[config.mk]
export PLATFORM = sky130hd
export DESIGN_NAME = adia_dualrail_rx
export DESIGN_NICKNAME = d
export VERILOG_FILES = /design/src/rtl/adia_dualrail_rx_pkg.sv /design/src/rtl/adia_sync_fifo.sv /design/src/rtl/adia_dualrail_rx.sv
export SDC_FILE = /design/constraint.sdc
export NUM_CORES = 1
export LEC_CHECK = 0
export BUFFER_PORTS_ARGS = -buffer_cell sky130_fd_sc_hd__buf_2
export CORE_ASPECT_RATIO = 1.75
export CORE_UTILIZATION = 45
export DETAILED_ROUTE_END_ITERATION = 10
export HOLD_SLACK_MARGIN = 0.03
export PLACE_DENSITY = 0.68
export SLEW_MARGIN = 40
export SYNTH_ARGS = -nofsm -noshare
export SYNTH_HDL_FRONTEND = slang
export SYNTH_HIERARCHICAL = 1
export SYNTH_SLANG_ARGS = --single-unit
export TNS_END_PERCENT = 1
[constraint.sdc]
create_clock -name clk -period 2.8 [get_ports clk]
set_input_delay 0.56 -clock clk [delete_from_list [all_inputs] [get_ports clk]]
set_output_delay 0.56 -clock clk [all_outputs]
set_load 0.03 [all_outputs]
[src/rtl/adia_dualrail_rx_pkg.sv]
// Shared adiabatic-interface types: power-clock phase encoding and dual-rail sample classes.
package adia_dualrail_rx_pkg;

  typedef enum logic [1:0] {
    EVAL    = 2'd0,
    HOLD    = 2'd1,
    RECOVER = 2'd2,
    WAIT    = 2'd3
  } phase_e;

  typedef enum logic [1:0] {
    DATA  = 2'd0,
    NULL  = 2'd1,
    ERROR = 2'd2
  } sample_e;

  localparam int         ERR_CNT_W   = 8;
  localparam logic [7:0] ERR_CNT_MAX = 8'hFF;

endpackage

[src/rtl/adia_sync_fifo.sv]
// Synchronous FIFO with registered occupancy; the head is shown combinationally and reads zero when empty.
module adia_sync_fifo
  import adia_dualrail_rx_pkg::*;
#(
  parameter int WIDTH = 8,
  parameter int DEPTH = 4
) (
  input  logic             clk,
  input  logic             rst_n,
  input  logic             push,
  input  logic [WIDTH-1:0] din,
  input  logic             pop_ready,
  output logic [WIDTH-1:0] dout,
  output logic             dout_valid,
  output logic             drop
);

  localparam int           AW       = (DEPTH > 1) ? $clog2(DEPTH) : 1;
  localparam logic [AW:0]  CNT_FULL = (AW+1)'(DEPTH);

  logic [WIDTH-1:0] mem [DEPTH];
  logic [AW-1:0]    wr_ptr;
  logic [AW-1:0]    rd_ptr;
  logic [AW:0]      count;
  logic             full;
  logic             pop;
  logic             push_ok;

  assign full       = (count == CNT_FULL);
  assign dout_valid = (count != '0);
  assign pop        = pop_ready && dout_valid;
  // A pop frees the slot in the same cycle, so a full FIFO still accepts a concurrent push.
  assign push_ok    = push && (!full || pop);
  assign drop       = push && full && !pop;
  assign dout       = dout_valid ? mem[rd_ptr] : '0;

  always_ff @(posedge clk) begin
    if (push_ok) begin
      mem[wr_ptr] <= din;
    end
  end

  always_ff @(posedge clk or negedge rst_n) begin
    if (!rst_n) begin
      wr_ptr <= '0;
      rd_ptr <= '0;
      count  <= '0;
    end else begin
      if (push_ok) wr_ptr <= wr_ptr + AW'(1);
      if (pop)     rd_ptr <= rd_ptr + AW'(1);
      case ({push_ok, pop})
        2'b10:   count <= count + (AW+1)'(1);
        2'b01:   count <= count - (AW+1)'(1);
        default: count <= count;
      endcase
    end
  end

endmodule

[src/rtl/adia_dualrail_rx.sv]
// Dual-rail adiabatic receiver: tracks the four-phase power clock, samples rails in HOLD,
// decodes DATA words into a FIFO and keeps sticky rail-error / overflow status.
module adia_dualrail_rx
  import adia_dualrail_rx_pkg::*;
#(
  parameter int WIDTH = 8,
  parameter int DEPTH = 4
) (
  input  logic             clk,
  input  logic             rst_n,
  input  logic             phase_sync,
  input  logic [WIDTH-1:0] ad_t,
  input  logic [WIDTH-1:0] ad_f,
  output logic [WIDTH-1:0] dout,
  output logic             dout_valid,
  input  logic             dout_ready,
  output logic             rail_err,
  output logic             overflow,
  input  logic             err_clr,
  output logic [7:0]       err_cnt,
  output logic [1:0]       phase
);

  function automatic logic [ERR_CNT_W-1:0] sat_inc(input logic [ERR_CNT_W-1:0] v);
    return (v == ERR_CNT_MAX) ? v : v + ERR_CNT_W'(1);
  endfunction

  phase_e  phase_q;
  phase_e  phase_d;
  sample_e cls;
  logic    sample;
  logic    push;
  logic    err_evt;
  logic    drop;

  // The sync cycle itself counts as EVAL, so the following cycle is HOLD.
  always_comb begin
    phase_d = phase_e'(phase_q + 2'd1);
    if (phase_sync) phase_d = HOLD;
  end

  always_ff @(posedge clk or negedge rst_n) begin
    if (!rst_n) phase_q <= EVAL;
    else        phase_q <= phase_d;
  end

  assign phase = phase_q;

  always_comb begin
    cls = ERROR;
    if ((ad_t ^ ad_f) == '1)             cls = DATA;
    else if ((ad_t == '0) && (ad_f == '0)) cls = NULL;
  end

  assign sample  = (phase_q == HOLD);
  assign push    = sample && (cls == DATA);
  assign err_evt = sample && (cls == ERROR);

  adia_sync_fifo #(
    .WIDTH (WIDTH),
    .DEPTH (DEPTH)
  ) u_fifo (
    .clk        (clk),
    .rst_n      (rst_n),
    .push       (push),
    .din        (ad_t),
    .pop_ready  (dout_ready),
    .dout       (dout),
    .dout_valid (dout_valid),
    .drop       (drop)
  );

  // Clear wins over any same-cycle error or drop event.
  always_ff @(posedge clk or negedge rst_n) begin
    if (!rst_n) begin
      rail_err <= 1'b0;
      overflow <= 1'b0;
      err_cnt  <= '0;
    end else if (err_clr) begin
      rail_err <= 1'b0;
      overflow <= 1'b0;
      err_cnt  <= '0;
    end else begin
      if (err_evt) begin
        rail_err <= 1'b1;
        err_cnt  <= sat_inc(err_cnt);
      end
      if (drop) overflow <= 1'b1;
    end
  end

endmodule

=== Yosys cells after proc, flatten, opt, wreduce, memory -nomap -nowiden ===
Memory sizes are Yosys's and may differ from the RTL's.
Cells that the tools add are included.

* Multipliers: 0
* Div/mod/pow operators: 0
* Bitwise logic cells: 1
* Add/sub/neg operators: 6
* Shift-type cells: 0
* $lt $le $gt $ge: 0
* Reduce and logical (&&, ||, !) cells: 18
* Equality and inequality tests: 8
* Multiplexer cells: 14

{| class="wikitable"
|+ Operator list
! cell !! count
|-
| two-way mux 8 bit || 4
|-
| equality test 8 bit (second input constant) || 2
|-
| logical NOT 8 bit || 2
|-
| adder 8 x 1 -> 8 bit (second input constant) || 1
|-
| bitwise XOR 8 bit || 1
|-
| logical AND 1 bit || 7
|-
| adder 2 x 1 -> 2 bit (second input constant) || 3
|-
| two-way mux 1 bit || 6
|-
| two-way mux 2 bit || 3
|-
| one-hot mux 3 bit (2 select lines) || 1
|-
| nonzero test 2 bit || 3
|-
| equality test 2 x 1 -> 1 bit (second input constant) || 2
|-
| equality test 2 bit (second input constant) || 2
|-
| adder 3 x 1 -> 3 bit (second input constant) || 1
|-
| equality test 3 bit (second input constant) || 1
|-
| nonzero test 3 bit || 1
|-
| subtractor 3 x 1 -> 3 bit (second input constant) || 1
|-
| logical NOT 1 bit || 2
|-
| logical NOT 2 bit || 1
|-
| != test 2 bit (second input constant) || 1
|-
| AND reduction 2 bit || 1
|-
| logical OR 1 bit || 1
|}

* Memory bits (writable): 32
* Memories kept: 1
* Output and inout port bits: 21
* Bits in latches: 0
* Memory bits (read-only): 0
* Input port bits: 21
* Register bits: 19

{| class="wikitable"
|+ Memory list
! memory !! words !! width !! read ports !! clocked after Yosys merged registers in !! write ports !! RTL line !! source
|-
| u_fifo.mem || 4 || 8 || 1 || 0 || 1 || adia_sync_fifo.sv:21 || <nowiki>logic [WIDTH-1:0] mem [DEPTH];</nowiki>
|}

=== Depth between registers and ports, before layout ===
Gate-level depths: netlist of the first run.

* Depth after elaboration: 10
* Gate-level depth with buffers: 10
* Gate-level depth less buffers: 9

=== By module ===
Netlist of the first run, hierarchy kept.

{| class="wikitable"
|+ Modules (own cells, without submodules)
! module !! area each (µm²) !! cells each !! times used
|-
| adia_sync_fifo || 1,749.2 || 103 || 1
|-
| adia_dualrail_rx || 809.5 || 83 || 1
|}

=== Worst setup path before layout of the first run ===
No wires, ideal clock.

* Path kind: input -> register
* Start point: input port ad_f[1]
* End point: register u_fifo.count[1]
* Buffers on the path: 1
* Slack: 465 ps
* Library setup time: 87 ps
* Stages on the path: 9
* Required time: 2,713 ps
* Data arrival time: 2,248 ps
* Path through: xor2_1 > nand4_1 > nor3_1 > buf_4 > or2_1 > fa_1 > o21ba_1 > o211ai_1 > a22oi_1

* Longest elaborated chain between the ends: 9

{| class="wikitable"
|+ RTL lines
! item !! RTL line !! source
|-
| start: declaration || adia_dualrail_rx.sv:13 || <nowiki>input logic [WIDTH-1:0] ad_f,</nowiki>
|-
| logical NOT 8 bit || adia_dualrail_rx.sv:52 || <nowiki>else if ((ad_t == '0) && (ad_f == '0)) cls = NULL;</nowiki>
|-
| logical AND 1 bit || adia_dualrail_rx.sv:52 ||
|-
| two-way mux 2 bit || adia_dualrail_rx.sv:52 ||
|-
| two-way mux 2 bit (*) || adia_dualrail_rx.sv:51 || <nowiki>if ((ad_t ^ ad_f) == '1) cls = DATA;</nowiki>
|-
| logical NOT 2 bit (*) || adia_dualrail_rx.sv:56 || <nowiki>assign push = sample && (cls == DATA);</nowiki>
|-
| logical AND 1 bit (*) || adia_dualrail_rx.sv:56 ||
|-
| named net push || adia_dualrail_rx.sv:32 || <nowiki>logic push;</nowiki>
|-
| logical AND 1 bit (*) || adia_sync_fifo.sv:33 || <nowiki>assign push_ok = push && (!full || pop);</nowiki>
|-
| equality test 2 x 1 -> 1 bit or equality test 2 bit (tied branches) || adia_sync_fifo.sv:51 || <nowiki>case ({push_ok, pop})</nowiki>
|-
| one-hot mux 3 bit (2 select lines) or nonzero test 2 bit (tied branches) || -- ||
|-
| end signal: assignment || adia_sync_fifo.sv:52 || <nowiki>2'b10: count <= count + (AW+1)'(1);</nowiki>
|-
| end signal: assignment || adia_sync_fifo.sv:53 || <nowiki>2'b01: count <= count - (AW+1)'(1);</nowiki>
|-
| end signal: assignment || adia_sync_fifo.sv:54 || <nowiki>default: count <= count;</nowiki>
|-
| end: declaration || adia_sync_fifo.sv:24 || <nowiki>logic [AW:0] count;</nowiki>
|}

Mark *: on every way through the listed nets, which the timed path passes. The rest lies on a longest branch.
A chain may end at the register's enable or synchronous reset.

=== Final worst setup path of the first run ===
* Start point: register u_fifo.rd_ptr[0]
* End point: output port dout[0]

* Longest elaborated chain between the ends: 2

{| class="wikitable"
|+ RTL lines
! item !! RTL line !! source
|-
| start: declaration || adia_sync_fifo.sv:23 || <nowiki>logic [AW-1:0] rd_ptr;</nowiki>
|-
| start signal: assignment || adia_sync_fifo.sv:50 || <nowiki>if (pop) rd_ptr <= rd_ptr + AW'(1);</nowiki>
|-
| memory read (4 x 8 bit) || -- ||
|-
| two-way mux 8 bit || adia_sync_fifo.sv:35 || <nowiki>assign dout = dout_valid ? mem[rd_ptr] : '0;</nowiki>
|-
| end: declaration || adia_dualrail_rx.sv:14 || <nowiki>output logic [WIDTH-1:0] dout,</nowiki>
|}

Every way passes these cells.

==> metrics.log, run 1 <==
INFO  metric syn_inst = 186
INFO  metric regToRegEndpoint = u_fifo/count[1]$_DFFE_PN0P_
INFO  metric critical_path_class = reg -> out
INFO  metric area_growth_syn_to_layout = 14.7%
INFO  metric final.fill_count = 503
INFO  metric netlist.area_leader.share = 37.6%
INFO  metric relSlewSlack = 63.5%
INFO  metric synth_area_leaders = edfxtp_1 (38%), dfrtp_1 (19%), mux4_2 (7.0%)
INFO  metric net_switching_fraction_of_the_power = 34.9%
INFO  metric row_count = 36
INFO  metric totalPowerFinal = 2.27 mW
INFO  metric via_per_inst = 5.13
INFO  metric post-route-drc-count = 0
INFO  metric via_count = 1569
INFO  metric worst-slew-pin-transition = 0.546 ns
INFO  metric floorplan.die.width = 59 µm
INFO  metric grtUsageMet3 = 3.32%
INFO  metric total_global_routing_track_utilization = 16.9%
INFO  metric largest_net_degree_at_the_start_of_global_routing = 20
INFO  metric worstPathCellList = buf_4, mux4_2, and2_1, buf_2
INFO  metric initial_utilization = 46.2%
INFO  metric finalNetCount = 257
INFO  metric nets_in_the_synthesized_netlist = 214
INFO  metric fmax = 0.430 GHz
INFO  metric crit_path_start_kind = register
INFO  metric internal_power = 1.48 mW
INFO  metric final_total_negative_setup_slack = 0 ns
INFO  metric globalRoute.busiestLayer = met2
INFO  metric final-instance-count-excl-fill = 306
INFO  metric place.port_buffers = 41
INFO  metric synthesis.yosys.warnings = 6
INFO  metric wire_length_of_the_first_global_routing_pass = 7350 µm
INFO  metric timing.final.setup_violations = 0
INFO  metric grt_antenna_before_repair = 0
INFO  metric number_of_h_tree_branching_levels = 2
INFO  metric worst_r2r_startpoint = phase[1]$_DFF_PN0_
INFO  metric routed_wirelength = 4500 µm
INFO  metric core_area = 5540 µm²
INFO  metric hold_path_class = in -> async
INFO  metric use_met2 = 31.7%
INFO  metric final.period_utilization = 83.1%
INFO  metric synth_enable_flop_cells = 32
INFO  metric final_design_area_no_fill = 2930 µm²
INFO  metric placement_stage_worst_setup_slack = 0.189 ns
INFO  metric status = finished clean
INFO  metric power_per_cell_area = 773 nW/µm²
INFO  metric crit_path_top_delay_cell = mux4_2
INFO  metric syn_avg_cell_area = 13.8 µm²
INFO  metric reg2reg_slack = 0.53 ns
INFO  metric combPwrFrac = 35.8%
INFO  metric final_critical_path_setup_slack = 0.474 ns
INFO  metric clock_path_buffers = 2
INFO  metric synthFlopType = edfxtp_1
INFO  metric synth-async-reset-ratio = 37.3%
INFO  metric ir_drop = 0.303 mV
INFO  metric clock-skew-final = 0.00702 ns
INFO  metric drt-initial-drc-count = 38
INFO  metric first_global_vias = 1576
INFO  metric dpl-instance-area = 2820 µm²
INFO  metric pwr-share-clk = 22.9%
INFO  metric period_minus_slack = 2.33 ns
INFO  metric leakage = 1.17 nW
INFO  metric dieArea = 6000 µm²
INFO  metric cp_data_arrival_time = 1.77 ns
INFO  metric clockRootBuffer = clkbuf_8
INFO  metric maxSlewViolCount = 0
INFO  metric rsz0062_at_grt = no
INFO  metric max_cap_viol_count = 0
INFO  metric post_cts_hold_buffer_count = 0
INFO  metric timing.critical_path.required = 2.24 ns
INFO  metric clkSlewWorstSetupHoldPaths = 0.10 ns
INFO  metric postCtsSetupBuffers = 0
INFO  metric drt-wirelength-per-cell = 14.7 µm
INFO  metric worst_setup_path_end_kind = primary output
INFO  metric syn-cell-area = 2560 µm²
INFO  metric yosys.cell_types.count = 49
INFO  metric ant_nets = 0
INFO  metric worstPathMaxFanout = 9
INFO  metric yosysTopAreaCell = edfxtp_1
INFO  metric worst_skew_pair.late_latency = 0.31 ns
INFO  metric drt_first_pass_iters = 4
INFO  metric cts.sinks = 51
INFO  metric cts-resized-gates = 0
INFO  metric finalHoldViolations = 0
INFO  metric finalCoreUtilization = 53.0%
INFO  metric post-place-cells = 298
INFO  metric max_stage_delay = 0.52 ns
INFO  metric ff2ff_path_depth = 9
INFO  metric synth_seq_cells = 51
INFO  metric io_pins = 42
INFO  metric place.gp.congestion = 0.748
INFO  metric place.detailed.hpwl = 3420 µm
INFO  metric total_switching_power = 0.792 mW
INFO  metric antennaDiodeCount = 0
INFO  metric clock_tree_from_tritoncts = done
INFO  metric ys_seq_area_share = 56.1%
INFO  metric cts_buffers = 5
INFO  metric met1_usage = 18.0%
INFO  metric final_layout_size_suffix_gt1_share = 32.2%
INFO  metric holdWs = 0.179 ns
INFO  metric grt.overflow.total = 0
INFO  metric chipHeight = 102 µm
INFO  metric sequential_power_share = 41.3%
==> synth_stat cells (2+ instances only) <==
master	count
nand2_1	5
nand4_1	4
mux2_2	3
dfrtp_1	19
inv_1	8
o31a_2	2
buf_6	3
edfxtp_1	32
nor4_1	4
xor2_1	10
mux4_2	8
nand2b_1	3
nor3_1	5
nor2_1	14
ha_1	6
nand3_1	3
mux2_1	3
xnor2_1	3
o22ai_1	2
and2_1	13
nor2b_1	8
==> sequential cells by signal, summed over array words and instances, names as in the netlist <==
register / cells
u_fifo/count: 3
u_fifo/wr_ptr: 2
rail_err: 1
phase: 2
u_fifo/mem: 32
err_cnt: 8
overflow: 1
u_fifo/rd_ptr: 2
==> cell usage in the layout (no fill, tap or decap), types with 3 or more instances in the layout <==
master / instances
mux2_2: 3
mux4_2: 8
clkbuf_8: 5
nor4_1: 4
nor3_1: 5
nor2_1: 14
xnor2_1: 3
mux2_1: 3
nor2b_1: 8
ha_1: 6
edfxtp_1: 32
nand4_1: 4
buf_2: 41
and2_1: 13
nand2b_1: 3
xor2_1: 10
inv_1: 8
dfrtp_1: 19
nand3_1: 3
nand2_1: 5
==> power by group through the flow <==
stage	clock network [mW]	logic, mW	registers [mW]
finish	0.520	0.811	0.935
CTS	0.538	0.823	0.937
global placement	0	0.816	0.953
floorplan	0	0.666	0.929
detailed placement	0	0.819	0.954
global route	0.562	0.881	0.949
==> area by class of cell <==
class	count	area (µm²)	area share [%]
Clock buffer	5	68.8	2.35
Clock inverter	3	46.3	1.58
Inverter	8	30.0	1.02
Multi-Input combinational cell	120	1040	35.4
Sequential cell	51	1440	49.0
Tap cell	76	95.1	3.24
Timing Repair Buffer	43	220	7.51
==> how the worst max path moves through the flow <==
stage / end / cells after the start / from / slack, ns
2_1_floorplan: u_fifo/count[1]$_DFFE_PN0P_ / 9 / ad_f[1] / 0.47
3_3_place_gp: u_fifo/count[1]$_DFFE_PN0P_ / 9 / ad_t[3] / 0.24
3_5_place_dp: u_fifo/count[1]$_DFFE_PN0P_ / 9 / ad_t[1] / 0.19
4_1_cts: dout[0] / 4 / u_fifo/rd_ptr[0]$_DFFE_PN0N_ / 0.45
5_1_grt: u_fifo/count[1]$_DFFE_PN0P_ / 9 / phase[1]$_DFF_PN0_ / 0.37
6_report: dout[0] / 4 / u_fifo/rd_ptr[0]$_DFFE_PN0N_ / 0.47
==> kinds of logic after synthesis <==
logic type | count (synthesis) | share of synthesized area [%]
multiplexers | 16 | 10.7
adder cells (fa/ha/maj) | 7 | 3.72
AO/OA/AOI/OAI | 11 | 3.37
flip-flops | 51 | 56.1
AND/OR/NAND/NOR | 73 | 18.3
XOR/XNOR | 13 | 4.45
buffers and inverters | 15 | 3.32
==> worst max-delay path, delay by kind of cell, from the launching register on <==
family,cells,cell delay (ns)
buffers and inverters,2,0.40
flip-flops,1,0.37
multiplexers,1,0.52
AND/OR/NAND/NOR,1,0.17
==> layer usage <==
metal  vias up  wire (µm)
met3         5        163
met1       751       1760
met2        45       2500
li1        768          -
met4         0         78
met5         -          0
No activity file was read; power rests on OpenSTA's default activity.
==> inputs of run 2 (changes only) <==
--- a/config.mk
+++ b/config.mk
@@ -5,6 +5,7 @@
 export SDC_FILE = /design/constraint.sdc
 export NUM_CORES = 1
 export LEC_CHECK = 0
+export ABC_AREA = 1
 export BUFFER_PORTS_ARGS = -buffer_cell sky130_fd_sc_hd__buf_2
 export CORE_ASPECT_RATIO = 1.75
 export CORE_UTILIZATION = 45
==> constraint.sdc (replaced) <==
create_clock -name clk -period 2.2 [get_ports clk]
set_input_delay 0.44 -clock clk [delete_from_list [all_inputs] [get_ports clk]]
set_output_delay 0.44 -clock clk [all_outputs]
set_load 0.03 [all_outputs]
==> run 2 against run 1 <==
Combinational power rose by 63%. Worst hold slack worse by 0.11 ns. Count of clock-buffer cells in the layout grew 2. Critical endpoint is now dout[1]. Synthesized cell count rose by 60%. Die area up 3.9%. Setup slack worse by 0.26 ns.
==> metrics.log, run 2 <==
INFO  metric status = finished clean
INFO  metric post-route-drc-count = 0
INFO  metric synthFlopType = edfxtp_1
INFO  metric place.detailed.hpwl = 4040 µm
INFO  metric nets_in_the_synthesized_netlist = 326
INFO  metric finalHoldViolations = 0
INFO  metric yosysTopAreaCell = edfxtp_1
INFO  metric ant_nets = 0
INFO  metric cpLargestDelayFamily = buffers and inverters
INFO  metric yosys.cell_types.count = 27
INFO  metric path_buf_inv = 3
INFO  metric first_global_vias = 1984
INFO  metric drt-wirelength-per-cell = 12.6 µm
INFO  metric worst_r2r_startpoint = phase[0]$_DFF_PN0_
INFO  metric reg2reg_slack = 0.46 ns
INFO  metric grt.overflow.total = 0
INFO  metric row_count = 36
INFO  metric syn-cell-area = 2660 µm²
INFO  metric multi_input_comb_area = 1040 µm²
INFO  metric total_global_routing_track_utilization = 18.8%
INFO  metric syn_avg_cell_area = 8.93 µm²
INFO  metric worst-slew-pin-transition = 0.445 ns
INFO  metric ir_drop = 0.572 mV
INFO  metric cts-resized-gates = 0
INFO  metric total_switching_power = 1.26 mW
INFO  metric crit_path_start_kind = register
INFO  metric number_of_h_tree_branching_levels = 2
INFO  metric final.fill_count = 534
INFO  metric netlist.area_leader.share = 36.1%
INFO  metric io_pins = 42
INFO  metric clock_path_buffers = 2
INFO  metric worstPathMaxFanout = 18
INFO  metric antennaDiodeCount = 0
INFO  metric crit_path_top_delay_cell = dfrtp_1
INFO  metric holdWs = 0.0708 ns
INFO  metric via_per_inst = 4.74
INFO  metric clock-skew-final = 0.00470 ns
INFO  metric internal_power = 1.84 mW
INFO  metric max_flop_register = u_fifo/mem
INFO  metric grt_antenna_before_repair = 0
INFO  metric most_frequent_cells_after_synthesis = nor2_1 (72), nand2_1 (50), inv_1 (38), edfxtp_1 (32), dfrtp_1 (19)
INFO  metric timing.final.setup_violations = 0
INFO  metric pwr-share-clk = 20.3%
INFO  metric critical_path_class = reg -> out
INFO  metric postCtsSetupBuffers = 0
INFO  metric clkSlewWorstSetupHoldPaths = 0.08 ns
INFO  metric clock_tree_from_tritoncts = done
INFO  metric period_minus_slack = 1.99 ns
INFO  metric regArea = 1440 µm²
INFO  metric via_count = 2020
INFO  metric initial_utilization = 47.3%
INFO  metric post_cts_hold_buffer_count = 0
INFO  metric most-common-layout-cells = nor2_1 (72), nand2_1 (50), buf_2 (41)
INFO  metric worstPathCellList = buf_4, inv_4, o21ai_0, a21oi_1, buf_2
INFO  metric final_common_cell = nor2_1
INFO  metric synth_enable_flop_cells = 32
INFO  metric drt_first_pass_iters = 4
INFO  metric leakage = 1.47 nW
INFO  metric syn_inst = 298
INFO  metric final_total_negative_setup_slack = 0 ns
INFO  metric hold_path_class = in -> async
INFO  metric worst_skew_pair.late_latency = 0.30 ns
INFO  metric ff2ff_path_depth = 10
INFO  metric timing.critical_path.required = 1.76 ns
INFO  metric cts_buffers = 5
INFO  metric number_of_flip_flops_under_the_largest_register_name = 32
INFO  metric worst_setup_path_end_kind = primary output
INFO  metric clockRootBuffer = clkbuf_8
INFO  metric maxSlewViolCount = 0
INFO  metric floorplan.die.width = 60.1 µm
INFO  metric max_stage_delay = 0.36 ns
INFO  metric drt-initial-drc-count = 79
INFO  metric max_cap_viol_count = 0
INFO  metric cp_data_arrival_time = 1.55 ns
INFO  metric finalNetCount = 377
INFO  metric net_switching_fraction_of_the_power = 40.5%
INFO  metric crit_cells = 5
INFO  metric synth_area_leaders = edfxtp_1 (36%), dfrtp_1 (18%), nor2_1 (10%)
INFO  metric routed_wirelength = 5380 µm
INFO  metric chipHeight = 104 µm
INFO  metric wire_length_of_the_first_global_routing_pass = 8670 µm
INFO  metric critPathCapture = dout[1]
INFO  metric final_layout_size_suffix_gt1_share = 21.1%
INFO  metric cts.sinks = 51
INFO  metric power_per_cell_area = 1000 nW/µm²
INFO  metric core_area = 5630 µm²
INFO  metric fmax = 0.504 GHz
INFO  metric relSlewSlack = 70.3%
INFO  metric synth_seq_cells = 51
INFO  metric ys_seq_area_share = 54.0%
INFO  metric place.gp.congestion = 0.851
INFO  metric final.period_utilization = 90.2%
INFO  metric critical_path_launch_point = u_fifo/rd_ptr[0]$_DFFE_PN0N_
INFO  metric place.port_buffers = 41
INFO  metric synthesis.yosys.warnings = 6
INFO  metric combPwrFrac = 42.5%
INFO  metric synth-async-reset-ratio = 37.3%
INFO  metric dieArea = 6240 µm²
INFO  metric area_growth_syn_to_layout = 16.2%
INFO  metric sequential_power_share = 37.2%
INFO  metric cell_with_the_most_instances_after_synthesis = nor2_1
INFO  metric largest_net_degree_at_the_start_of_global_routing = 20
INFO  metric regToRegEndpoint = u_fifo/count[2]$_DFFE_PN0P_
INFO  metric rsz0062_at_grt = no
INFO  metric regs_by_ff_count = u_fifo/mem (32), err_cnt (8), u_fifo/count (3)
-- run 2: cell types whose count changed after synthesis, sizes merged, moves of 8 or more --
cell   before  now
nor2       15   78
nand2       5   56
inv         8   40
o21ai       1   22
and2       13    0
nand3       4   14
a21oi       1   10
nor2b       9    0
mux4        8    0
-- run 2: layer usage --
metal	GRT usage, %	share of wire, %
met1	19.4	39
met3	4.87	4.6
met5	0	0
met4	8.97	2.2
met2	33.1	54
-- run 2: power groups by stage --
stage | Combinational [mW] | Clock (mW) | Sequential, mW
after floorplan | 0.988 | 0 | 1.19
after global placement | 1.30 | 0 | 1.17
after detailed placement | 1.33 | 0 | 1.17
after CTS | 1.33 | 0.646 | 1.15
after global routing | 1.49 | 0.677 | 1.16
final | 1.32 | 0.629 | 1.15
-- run 2: final cells by class --
| cell class | count | share of cell area [%] |
|---|---|---|
| multi-input combinational | 202 | 33.5 |
| tap | 76 | 3.08 |
| sequential | 51 | 46.5 |
| inverter | 40 | 4.94 |
| clock inverter | 1 | 0.971 |
| timing repair buffer | 49 | 8.58 |
| clock buffer | 7 | 2.47 |
-- run 2: worst min-delay path by stage --
stage | start | end | slack, ns | cells past startpoint
after floorplan | rst_n | err_cnt[0]$_DFFE_PN0P_ | 0.14 | 0
after detailed placement | rst_n | phase[0]$_DFF_PN0_ | 0.41 | 1
after global routing | rst_n | u_fifo/wr_ptr[1]$_DFFE_PN0P_ | 0.09 | 1
final | rst_n | overflow$_DFFE_PN0P_ | 0.07 | 1
after CTS | rst_n | err_cnt[7]$_DFFE_PN0P_ | 0.07 | 1
after global placement | rst_n | phase[0]$_DFF_PN0_ | 0.41 | 1
-- run 2: logic make-up after synthesis --
| family | synth area share (%) |
|---|---|
| compound gates | 6.02 |
| fa+ha+maj | 3.57 |
| simple gates | 27.4 |
| buf+inv | 7.10 |
| xor+xnor | 1.97 |
| flops | 54.0 |
-- run 2: stage by stage --
step | worst slack (ns) | area [µm²] | utilization [%] | std cells | total power [mW]
after CTS | 0.187 | 3090 | 54.9 | 426 | 3.13
after global placement | 0.142 | 2990 | 53.0 | 418 | 2.47
after detailed placement | 0.0733 | 2990 | 53.0 | 418 | 2.50
after global routing | 0.111 | 3090 | 54.9 | 426 | 3.32
final | 0.215 | 3090 | 54.9 | 426 | 3.10
after floorplan | 0.203 | 2660 | - | 298 | 2.17
==> inputs of run 3 (changes only) <==
--- a/config.mk
+++ b/config.mk
@@ -12,6 +12,7 @@
 export DETAILED_ROUTE_END_ITERATION = 10
 export HOLD_SLACK_MARGIN = 0.03
 export PLACE_DENSITY = 0.68
+export REMOVE_ABC_BUFFERS = 1
 export SLEW_MARGIN = 40
 export SYNTH_ARGS = -nofsm -noshare
 export SYNTH_HDL_FRONTEND = slang
==> run 3 against run 2 <==
Die area is the same. Utilization down 0.13 points. Power fell by 1.9%. Sequential cell count unchanged. Final cell count did not move. Critical path type unchanged. Critical endpoint is now dout[2].
==> metrics.log, run 3 (same netlist as run 2, synthesis figures left out) <==
INFO  metric status = finished clean
INFO  metric place.port_buffers = 41
INFO  metric wire_length_of_the_first_global_routing_pass = 8900 µm
INFO  metric cts-resized-gates = 0
INFO  metric period_minus_slack = 2.03 ns
INFO  metric hold_path_class = in -> async
INFO  metric worst_setup_path_end_kind = primary output
INFO  metric drt-initial-drc-count = 79
INFO  metric number_of_h_tree_branching_levels = 2
INFO  metric rsz0062_at_grt = no
INFO  metric crit_path_start_kind = register
INFO  metric place.detailed.hpwl = 3880 µm
INFO  metric power_per_cell_area = 985 nW/µm²
INFO  metric ant_nets = 0
INFO  metric final-instance-count-excl-fill = 426
INFO  metric reg2reg_slack = 0.43 ns
INFO  metric fmax = 0.494 GHz
INFO  metric worst_skew_pair.late_latency = 0.30 ns
INFO  metric number_of_flip_flops_under_the_largest_register_name = 32
INFO  metric most-common-layout-cells = nor2_1 (72), nand2_1 (50), buf_2 (41)
INFO  metric worst_r2r_startpoint = phase[1]$_DFF_PN0_
INFO  metric grt.overflow.total = 0
INFO  metric postCtsSetupBuffers = 0
INFO  metric ir_drop = 0.686 mV
INFO  metric regToRegEndpoint = u_fifo/count[1]$_DFFE_PN0P_
INFO  metric dpl-instance-area = 2990 µm²
INFO  metric via_per_inst = 4.77
INFO  metric finalNetCount = 377
INFO  metric dieArea = 6240 µm²
INFO  metric post-route-drc-count = 0
INFO  metric core_area = 5630 µm²
INFO  metric max_flop_register = u_fifo/mem
INFO  metric maxSlewViolCount = 0
INFO  metric largest_net_degree_at_the_start_of_global_routing = 20
INFO  metric max_cap_viol_count = 0
INFO  metric area_growth_syn_to_layout = 15.9%
INFO  metric floorplan.die.width = 60.1 µm
INFO  metric regs_by_ff_count = u_fifo/mem (32), err_cnt (8), u_fifo/count (3)
INFO  metric row_count = 36
INFO  metric clock_tree_from_tritoncts = done
INFO  metric place.gp.congestion = 0.819
INFO  metric post-place-cells = 418
INFO  metric antennaDiodeCount = 0
INFO  metric clkSlewWorstSetupHoldPaths = 0.09 ns
INFO  metric first_global_vias = 1972
INFO  metric critical_path_class = reg -> out
INFO  metric holdWs = 0.0666 ns
INFO  metric finalHoldViolations = 0
INFO  metric critPathCapture = dout[2]
INFO  metric final_common_cell = nor2_1
INFO  metric clock-skew-final = 0.00499 ns
INFO  metric clockRootBuffer = clkbuf_8
INFO  metric final.period_utilization = 92.0%
INFO  metric io_pins = 42
INFO  metric critical_path_launch_point = u_fifo/rd_ptr[0]$_DFFE_PN0N_
INFO  metric post_cts_hold_buffer_count = 0
INFO  metric timing.critical_path.required = 1.76 ns
INFO  metric routed_wirelength = 5290 µm
INFO  metric relSlewSlack = 70.8%
INFO  metric timing.final.setup_violations = 0
INFO  metric cp_data_arrival_time = 1.59 ns
INFO  metric initial_utilization = 47.3%
INFO  metric final_design_area_no_fill = 3080 µm²
INFO  metric ff2ff_path_depth = 10
INFO  metric final_layout_size_suffix_gt1_share = 21.7%
INFO  metric worstPathMaxFanout = 18
INFO  metric final_total_negative_setup_slack = 0 ns
INFO  metric chipHeight = 104 µm
INFO  metric grt_antenna_before_repair = 0
INFO  metric total_global_routing_track_utilization = 18.7%
INFO  metric drt-wirelength-per-cell = 12.4 µm
INFO  metric worst-slew-pin-transition = 0.437 ns
INFO  metric clock_path_buffers = 2
INFO  metric cts.sinks = 51
INFO  metric cts_buffers = 5
INFO  metric drt_first_pass_iters = 4
INFO  metric via_count = 2032
INFO  metric leakage = 1.46 nW
[run 3: changes by cell type in the layout (fill, tap and decap cells not counted)]
cell,previous run,this run
bufinv_16,1,0
clkbuf_1,2,0
clkbuf_8,5,6
clkinv_4,0,1
clkinvlp_4,0,1
[run 3: area by class of cell]
type	count	area [µm²]
Sequential cell	51	1440
Inverter	40	153
Clock buffer	6	82.6
Clock inverter	2	16.3
Timing Repair Buffer	49	265
Fill cell	541	2550
Tap cell	76	95.1
Multi-Input combinational cell	202	1040
[run 3: worst min path at each step]
stage | slack (ns) | cells past startpoint | to
floorplan | 0.14 | 0 | err_cnt[0]$_DFFE_PN0P_
global placement | 0.41 | 1 | phase[0]$_DFF_PN0_
detailed placement | 0.42 | 1 | u_fifo/count[2]$_DFFE_PN0P_
CTS | 0.08 | 1 | u_fifo/count[1]$_DFFE_PN0P_
global route | 0.09 | 1 | u_fifo/count[1]$_DFFE_PN0P_
finish | 0.07 | 1 | u_fifo/count[1]$_DFFE_PN0P_
[run 3: stage by stage]
step	power [mW]	utilization [%]	setup WS [ns]
finish	3.04	54.8	0.175
global placement	2.47	53.0	0.158
global route	3.27	54.8	0.0639
floorplan	2.12	-	0.203
CTS	3.06	54.8	0.164
detailed placement	2.50	53.0	0.113
[run 3: critical path, stage by stage, from the launching register on]
cell,delay [ns]
dfrtp_1,0.37
buf_4,0.21
inv_4,0.18
o21ai_0,0.14
a21oi_1,0.16
buf_2,0.21
[run 3: power by group]
| part | leakage (nW) | switching [mW] | internal (mW) |
|---|---|---|---|
| registers | 0.526 | 0.0578 | 1.09 |
| logic | 0.888 | 0.913 | 0.405 |
| clock network | 0.0474 | 0.310 | 0.257 |
| total | 1.46 | 1.28 | 1.76 |
[run 3: metal layers]
layer / vias up / wire length [µm] / track usage, %
met2: 39 / 2820 / 33.8
met4: 0 / 75 / 4.98
met1: 932 / 2240 / 21.7
met3: 7 / 155 / 2.75
li1: 1054 / - / -
met5: - / 0 / 0
